## src/rtl/instr_classifier.sv

```systemverilog
// instr_classifier
//   Maps a decoded instruction ID to an operand format and a functional
//   class. Combinational outputs feed same-cycle consumers (NPC branch/jump
//   detection); a registered copy with enable feeds the next pipeline stage.
// Ports
//   clk       rising-edge clock
//   reset     synchronous, active-high; clears the registered outputs
//   en        registered-output update enable (0 = stall/hold)
//   instr     instruction ID
//   format    combinational format code (NONE=0, R=1, I=2, J=3)
//   func      combinational functional class
//   is_link   combinational; 1 for JAL and JALR
//   ri        combinational; reserved/unknown instruction ID
//   format_q  registered format
//   func_q    registered func
//   ri_q      registered ri
module instr_classifier #(
    parameter int unsigned WIDTH_INSTR  = 6,
    parameter int unsigned WIDTH_FORMAT = 3,
    parameter int unsigned WIDTH_FUNC   = 4
) (
    input  logic                    clk,
    input  logic                    reset,
    input  logic                    en,
    input  logic [WIDTH_INSTR-1:0]  instr,
    output logic [WIDTH_FORMAT-1:0] format,
    output logic [WIDTH_FUNC-1:0]   func,
    output logic                    is_link,
    output logic                    ri,
    output logic [WIDTH_FORMAT-1:0] format_q,
    output logic [WIDTH_FUNC-1:0]   func_q,
    output logic                    ri_q
);

    // Format codes
    localparam logic [WIDTH_FORMAT-1:0] FMT_NONE = WIDTH_FORMAT'(0);
    localparam logic [WIDTH_FORMAT-1:0] FMT_R    = WIDTH_FORMAT'(1);
    localparam logic [WIDTH_FORMAT-1:0] FMT_I    = WIDTH_FORMAT'(2);
    localparam logic [WIDTH_FORMAT-1:0] FMT_J    = WIDTH_FORMAT'(3);

    // Functional-class codes
    localparam logic [WIDTH_FUNC-1:0] FN_OTHER  = WIDTH_FUNC'(0);
    localparam logic [WIDTH_FUNC-1:0] FN_CALC_R = WIDTH_FUNC'(1);
    localparam logic [WIDTH_FUNC-1:0] FN_SHIFT  = WIDTH_FUNC'(2);
    localparam logic [WIDTH_FUNC-1:0] FN_MULDIV = WIDTH_FUNC'(3);
    localparam logic [WIDTH_FUNC-1:0] FN_CALC_I = WIDTH_FUNC'(4);
    localparam logic [WIDTH_FUNC-1:0] FN_LOAD   = WIDTH_FUNC'(5);
    localparam logic [WIDTH_FUNC-1:0] FN_STORE  = WIDTH_FUNC'(6);
    localparam logic [WIDTH_FUNC-1:0] FN_BRANCH = WIDTH_FUNC'(7);
    localparam logic [WIDTH_FUNC-1:0] FN_JUMP   = WIDTH_FUNC'(8);
    localparam logic [WIDTH_FUNC-1:0] FN_CP0    = WIDTH_FUNC'(9);

    // Last ID of each contiguous instruction group
    localparam logic [WIDTH_INSTR-1:0] ID_NOP     = WIDTH_INSTR'(0);
    localparam logic [WIDTH_INSTR-1:0] ID_CALC_R  = WIDTH_INSTR'(10);
    localparam logic [WIDTH_INSTR-1:0] ID_SHIFT   = WIDTH_INSTR'(16);
    localparam logic [WIDTH_INSTR-1:0] ID_MULDIV  = WIDTH_INSTR'(24);
    localparam logic [WIDTH_INSTR-1:0] ID_CALC_I  = WIDTH_INSTR'(32);
    localparam logic [WIDTH_INSTR-1:0] ID_LOAD    = WIDTH_INSTR'(37);
    localparam logic [WIDTH_INSTR-1:0] ID_STORE   = WIDTH_INSTR'(40);
    localparam logic [WIDTH_INSTR-1:0] ID_BRANCH  = WIDTH_INSTR'(46);
    localparam logic [WIDTH_INSTR-1:0] ID_JUMP_J  = WIDTH_INSTR'(48);
    localparam logic [WIDTH_INSTR-1:0] ID_JUMP_R  = WIDTH_INSTR'(50);
    localparam logic [WIDTH_INSTR-1:0] ID_CP0     = WIDTH_INSTR'(53);
    localparam logic [WIDTH_INSTR-1:0] ID_JAL     = WIDTH_INSTR'(48);
    localparam logic [WIDTH_INSTR-1:0] ID_JALR    = WIDTH_INSTR'(50);

    // Range decode: groups are contiguous and ascending, so the first
    // upper bound that covers instr selects the class.
    always_comb begin
        format = FMT_NONE;
        func   = FN_OTHER;
        ri     = 1'b0;
        if (instr == ID_NOP) begin
            format = FMT_NONE;
            func   = FN_OTHER;
        end else if (instr <= ID_CALC_R) begin
            format = FMT_R;
            func   = FN_CALC_R;
        end else if (instr <= ID_SHIFT) begin
            format = FMT_R;
            func   = FN_SHIFT;
        end else if (instr <= ID_MULDIV) begin
            format = FMT_R;
            func   = FN_MULDIV;
        end else if (instr <= ID_CALC_I) begin
            format = FMT_I;
            func   = FN_CALC_I;
        end else if (instr <= ID_LOAD) begin
            format = FMT_I;
            func   = FN_LOAD;
        end else if (instr <= ID_STORE) begin
            format = FMT_I;
            func   = FN_STORE;
        end else if (instr <= ID_BRANCH) begin
            format = FMT_I;
            func   = FN_BRANCH;
        end else if (instr <= ID_JUMP_J) begin
            format = FMT_J;
            func   = FN_JUMP;
        end else if (instr <= ID_JUMP_R) begin
            format = FMT_R;
            func   = FN_JUMP;
        end else if (instr <= ID_CP0) begin
            format = FMT_R;
            func   = FN_CP0;
        end else begin
            ri     = 1'b1;
        end
    end

    // Link-register writers
    always_comb begin
        is_link = (instr == ID_JAL) || (instr == ID_JALR);
    end

    // Pipeline copy; reset state equals the NOP classification so a
    // flushed stage reads as NOP.
    always_ff @(posedge clk) begin
        if (reset) begin
            format_q <= FMT_NONE;
            func_q   <= FN_OTHER;
            ri_q     <= 1'b0;
        end else if (en) begin
            format_q <= format;
            func_q   <= func;
            ri_q     <= ri;
        end
    end

endmodule

```

## config.mk

```make
export PLATFORM = sky130hd
export DESIGN_NAME = instr_classifier
export DESIGN_NICKNAME = d
export VERILOG_FILES = /design/src/rtl/instr_classifier.sv
export SDC_FILE = /design/constraint.sdc
export NUM_CORES = 1
export LEC_CHECK = 0
export ABC_AREA = 1
export CAP_MARGIN = 40
export CORE_MARGIN = 4
export CORE_UTILIZATION = 42
export CTS_CLUSTER_SIZE = 8
export DETAILED_ROUTE_END_ITERATION = 16
export PLACE_DENSITY_LB_ADDON = 0.12
export SYNTH_ARGS = -nofsm -noshare
export SYNTH_HDL_FRONTEND = slang
export SYNTH_SLANG_ARGS = --single-unit
```

## constraint.sdc

```tcl
create_clock -name clk -period 2.8 [get_ports clk]
set_clock_uncertainty 0.15 [all_clocks]
set_input_delay 0.7 -clock clk [delete_from_list [all_inputs] [get_ports clk]]
set_output_delay 0.7 -clock clk [all_outputs]
set_load 0.01 [all_outputs]
```

==> results of run 1 <==
==> power by group <==
group	internal, mW	total, mW	switching (mW)	leakage [nW]
Sequential	0.107	0.111	0.00378	0.0581
Combinational	0.0827	0.169	0.0868	0.491
Clock	0.0552	0.105	0.0497	0.0150
Total	0.245	0.385	0.140	0.564
==> timing repair <==
action	in CTS	in global routing
endpoints found under the setup margin	8	7
gates resized for setup	45	22
buffers inserted	4	2
hold endpoints to repair	0	0
pin swaps	6	7
==> logic make-up (layout without fill, tap and decap cells) <==
| group | Yosys count | after routing | synth area share, % |
|---|---|---|---|
| other | 1 | 2 | 0.6874 |
| and+or+nand+nor | 39 | 39 | 31.88 |
| AOI/OAI and AO/OA | 21 | 21 | 24.54 |
| DFF | 7 | 7 | 25.69 |
| buffers and inverters | 23 | 78 | 17.20 |
==> critical path, cell delays in order <==
cell     delay [ps]
buf_2           140
nor2_4          170
nand2_2          80
nand2_1          70
nand2_1          50
nand2_1          70
nand2_1          80
nand2_1          80
nand2_1          60
nand2_1          60
nand2_1          40
nand2_1          50
nand2_1          60
nand2_2          60
inv_1            30
buf_2           130
==> metal layers <==
layer	vias to the layer above	wire length (µm)
li1	391	-
met1	381	922
met2	57	1281
met3	16	214
met4	0	129
met5	-	0
==> state kept, by name (all words and copies together), names as in the netlist <==
name	cells
format_q	2
ri_q	1
func_q	4
==> worst paths after layout <==
kind | to | slack [ps]
hold reg to reg | func_q[1] | 370
hold / removal | func_q[1] | 370
setup / recovery | func[0] | 30
setup reg to reg | func_q[3] | 1850
==> Yosys cell counts (all sizes together) <==
master / n / area, µm²
nand2: 24 / 95.09
inv: 19 / 71.32
a21oi: 10 / 61.31
nor2: 10 / 47.55
o21ai: 9 / 45.04
dfxtp: 7 / 140.1
nand3: 3 / 20.02
buf: 2 / 15.01
a31oi: 1 / 6.260
clkbuf: 1 / 3.750
clkinv: 1 / 3.750
conb: 1 / 3.750
nand4: 1 / 6.260
nor3: 1 / 5.000
o31ai: 1 / 21.27
==> placed cells by master (no fill, tap or decap), types with 2 or more instances in the layout <==
master,netlist,layout
buf_4,2,28
conb_1,1,2
clkbuf_2,0,3
clkbuf_4,0,3
a21oi_2,3,2
a21oi_1,7,7
nand3_2,1,2
nor2_4,1,4
inv_1,12,9
nand2_2,2,5
dfxtp_1,7,7
clkdlybuf4s50_1,0,10
nor2_2,1,2
buf_6,0,4
buf_2,0,7
nand2_1,22,18
o21ai_0,9,8
nor2_1,8,4
inv_2,7,10
==> metrics by stage <==
step	cell area, µm²	hold slack [ps]	util (%)
finish	1059	371.0	90.38
global route	1059	403.2	90.38
CTS	1013	373.8	86.54
detailed placement	965.9	366.3	82.48
global placement	965.9	356.5	82.48
floorplan	549.3	390.7	-
==> final cells by class <==
| type | count | area share (%) |
|---|---|---|
| repair buffers | 54 | 40.31 |
| multi-input cells | 62 | 34.75 |
| flip-flops and latches | 7 | 13.24 |
| inverters | 20 | 7.565 |
| clock buffers | 4 | 2.482 |
| well taps | 14 | 1.655 |
==> impl_metrics.json, run 1 <==
{
  "status": "finished clean",
  "syn-mean-instance-area_um2": 5.995,
  "critPathMaxFanout": 4,
  "io_pins": 26,
  "core_area_mm2": 0.001171,
  "use_met3_pct": 10.16,
  "hpwl_um": 1515,
  "ys_seq_area_share_pct": 25.69,
  "grt_max_degree": 15,
  "routed_via_density": 5.248,
  "final_max_slew_viol_count": 0,
  "htree_levels": 1,
  "worstMarginPinSlew_ps": 510.6,
  "relSlewSlack_pct": 65.85,
  "cts_tree": "yes",
  "worst_setup_path_start_kind": "input port",
  "synth_cells": 91,
  "drtIter0Drc": 28,
  "row_count": 12,
  "grt_pass1_vias": 859,
  "hold_class": "reg -> reg",
  "port_buffers": 23,
  "numCtsBuffers": 3,
  "dp.cells": 151,
  "cts_root_buffer": "clkbuf_4",
  "die_area_mm2": 0.001940,
  "end_kind": "output pin",
  "cap_violations": 0,
  "drc": 0,
  "final_cells": 161,
  "hold_viol_final": 0,
  "die_h_um": 44.04,
  "finalCriticalPeriod_ps": 2773,
  "clkLatencyLatePin_ps": 270,
  "holdBufCountCts": 0,
  "wl_um": 2547,
  "clock.fmax_mhz": 360.7,
  "reg2regPathDepth": 2,
  "ys_ff_latch": 7,
  "globalRouteMet2Util_pct": 45.35,
  "fin_setup_tns_ps": 0,
  "critPathLaunch": "instr[2]",
  "pre_cts_ws_ps": -664.8,
  "antenna_found_initial": 0,
  "gp_congestion": 0.8930,
  "synthesis.area_um2": 545.5,
  "power.leakage_nw": 0.5641,
  "clkTransAtPathRegs_ps": 60,
  "areaGrowthSynthToFinish_pct": 94.04,
  "ys_warn_count": 0,
  "cellPowerDensity_mw_per_mm2": 364.1,
  "crit_type": "in -> out",
  "grt_util_all_layers_pct": 27.00,
  "firstDrtPassIters": 5,
  "yosysUniqueCellTypes": 21,
  "initial_utilization_pct": 46.58,
  "grt_util_met1_pct": 28.12,
  "fill_cells": 52,
  "worstPathRequired_ps": 1950,
  "final-setup-viol-count": 0,
  "nNetsFinal": 157,
  "min_path_cells": 2,
  "wl_per_cell_um": 15.82,
  "cp.arrival_ps": 1920,
  "ant_nets": 0,
  "multi_input_area_um2": 367.9,
  "r2r-start": "func_q[3]",
  "period_share_pct": 99.02,
  "min_from": "func_q[1]",
  "grt_first_pass_wirelength_um": 3870,
  "total_power_mw": 0.3854,
  "rsz0062_at_grt": "yes",
  "drive_gt1_share_pct": 50.34,
  "seqCellArea_um2": 140.1,
  "num_vias": 845,
  "antenna_cells": 0,
  "die_w_um": 44.04,
  "clk_path_buf_depth": 2,
  "vdd_drop_max_v": 0.0003002,
  "cts_sinks": 7,
  "busiest_layer": "met2",
  "setup_ws_ps": 27.47,
  "overflow": 0
}
No activity file was read; power rests on OpenSTA's default activity.
==> inputs of run 2 (changes only) <==
Settings changed: CORE_AREA from default to 4 4 41 43, CORE_MARGIN 4 to default, CORE_UTILIZATION 42 to default, CTS_BUF_LIST from default to sky130_fd_sc_hd__clkbuf_4, DIE_AREA from default to 0 0 45 47.
==> run 2 against run 1 <==
Net effect:
- via count decreased by 10%
- non-clock buffer count decreased by 7
- first-iteration DRC count decreased by 32%
- core utilization decreased by 11 points
- sequential power about the same
- clock power decreased by 4%
- cell count decreased by 3.7%
- hold slack improved by 6.8 ps
- largest cell class unchanged
==> impl_metrics.json, run 2 (synthesis gave the netlist of run 1 again) <==
{
  "worst_setup_path_start_kind": "input port",
  "power.leakage_nw": 0.5340,
  "cts_tree": "yes",
  "cellPowerDensity_mw_per_mm2": 355.9,
  "final_max_slew_viol_count": 0,
  "finalCriticalPeriod_ps": 2686,
  "internal_power_mw": 0.2505,
  "io_pins": 26,
  "antenna_cells": 0,
  "switchingPower_mw": 0.1164,
  "die_w_um": 45,
  "die_h_um": 47,
  "cp.arrival_ps": 1840,
  "p_comb_share_pct": 42.4,
  "final_util_pct": 79.23,
  "status": "finished clean",
  "rsz0062_at_grt": "yes",
  "initial_utilization_pct": 41.92,
  "final_common_cell": "buf_4",
  "htree_levels": 1,
  "final_cell_mix": "buf_4 (23), nand2_1 (17), inv_1 (10), inv_2 (9), clkdlybuf4s50_1 (9)",
  "crit_type": "in -> out",
  "critPathMaxFanout": 4,
  "regMostFlops": "func_q",
  "routed_via_density": 4.897,
  "setup_ws_ps": 113.7,
  "reg_top3": "func_q (4), format_q (2), ri_q (1)",
  "row_count": 13,
  "drc": 0,
  "cp_cell_sequence": "buf_4, buf_4, nand4_1, nand2_2, buf_4, buf_4, nor2_1, dlygate4sd2_1",
  "cpPeakStageDelay_ps": 290,
  "final-setup-viol-count": 0,
  "routed-wl-met3_um": 164,
  "hpwl_um": 1220,
  "seqPwrFrac_pct": 30.2,
  "nNetsFinal": 150,
  "grt_max_degree": 15,
  "numCtsBuffers": 3,
  "core_area_mm2": 0.001301,
  "clkLatencyLatePin_ps": 250,
  "wl_per_cell_um": 12.54,
  "crit_path_frequent_cell": "buf_4",
  "worstPathRequired_ps": 1950,
  "clock.fmax_mhz": 372.3,
  "hold_viol_final": 0,
  "hold_ws_ps": 377.8,
  "overflow": 0,
  "ant_nets": 0,
  "num_vias": 759,
  "cap_violations": 0,
  "routed.top_layer": "met4",
  "cts_root_buffer": "clkbuf_4",
  "areaGrowthSynthToFinish_pct": 88.99,
  "clkTransAtPathRegs_ps": 50,
  "clk_path_buf_depth": 2,
  "netSwitchingFraction_pct": 31.73,
  "met1Wirelength_um": 717,
  "total_power_mw": 0.3669,
  "port_buffers": 23,
  "grt_pass1_vias": 674,
  "pre_cts_ws_ps": -676.1,
  "end_kind": "output pin",
  "die_area_mm2": 0.002115,
  "grt_util_all_layers_pct": 18.15,
  "r2r_slack_ps": 1950,
  "gp_congestion": 0.8872,
  "largest_register_ff_count": 4,
  "cp_slowest_cell": "dlygate4sd2_1",
  "pwr-share-clk_pct": 27.4,
  "antenna_found_initial": 0,
  "drive_gt1_share_pct": 47.14,
  "wl_met2_um": 1033,
  "hold_class": "reg -> reg",
  "wl_um": 1944,
  "fill_cells": 114,
  "period_share_pct": 95.94,
  "vdd_drop_max_v": 0.0003018,
  "firstDrtPassIters": 4,
  "grt_first_pass_wirelength_um": 2739,
  "cts_sinks": 7,
  "drtIter0Drc": 19
}
## run 2: area by class of cell
cell class / count / area, µm² / area share [%]
Timing Repair Buffer: 47 / 396.6 / 38.47
Multi-Input combinational cell: 62 / 367.9 / 35.68
Sequential cell: 7 / 140.1 / 13.59
Inverter: 20 / 77.57 / 7.524
Clock buffer: 4 / 30.03 / 2.913
Tap cell: 15 / 18.77 / 1.820
## run 2: worst max-delay path, delay by kind of cell
family                 cells  cell delay, ps
AND/OR/NAND/NOR            3             310
buffers and inverters      5             830
## run 2: path summary, 6_finish.rpt
| kind | start | endpoint | cells past startpoint |
|---|---|---|---|
| worst min register to register | func_q[2] | func_q[2] | 2 |
| worst max-delay path | instr[3] | func[2] | 8 |
| worst min-delay path | func_q[2] | func_q[2] | 2 |
| worst max register to register | ri_q | ri_q | 2 |
## run 2: stage by stage
stage | TNS (ps) | cells | area [µm²]
4_1_cts | -4.433 | 154 | 979.7
6_report | 0 | 155 | 1031
3_3_place_gp | -3727 | 148 | 937.1
2_1_floorplan | 0 | 92 | 549.3
3_5_place_dp | -3940 | 148 | 937.1
5_1_grt | -28.61 | 155 | 1031
## run 2: timing repair
item / in CTS / in global routing
buffers inserted: 2 / 1
pin swaps: 6 / 9
hold buffers: 0 / 0
gates resized for setup: 35 / 33
endpoints found under the setup margin: 8 / 5
## run 2: power by group through the flow
stage / Combinational [mW] / Sequential, mW / Clock [mW]
final: 0.156 / 0.111 / 0.101
after global routing: 0.170 / 0.111 / 0.112
after detailed placement: 0.144 / 0.112 / 0
after floorplan: 0.0579 / 0.116 / 0
after global placement: 0.142 / 0.112 / 0
after CTS: 0.140 / 0.110 / 0.105
## run 2: per-layer routing
| metal | up-vias | GRT usage (%) |
|---|---|---|
| li1 | 376 | - |
| met1 | 341 | 20.41 |
| met2 | 38 | 32.20 |
| met3 | 4 | 8.429 |
| met4 | 0 | 2.339 |
| met5 | - | 0 |
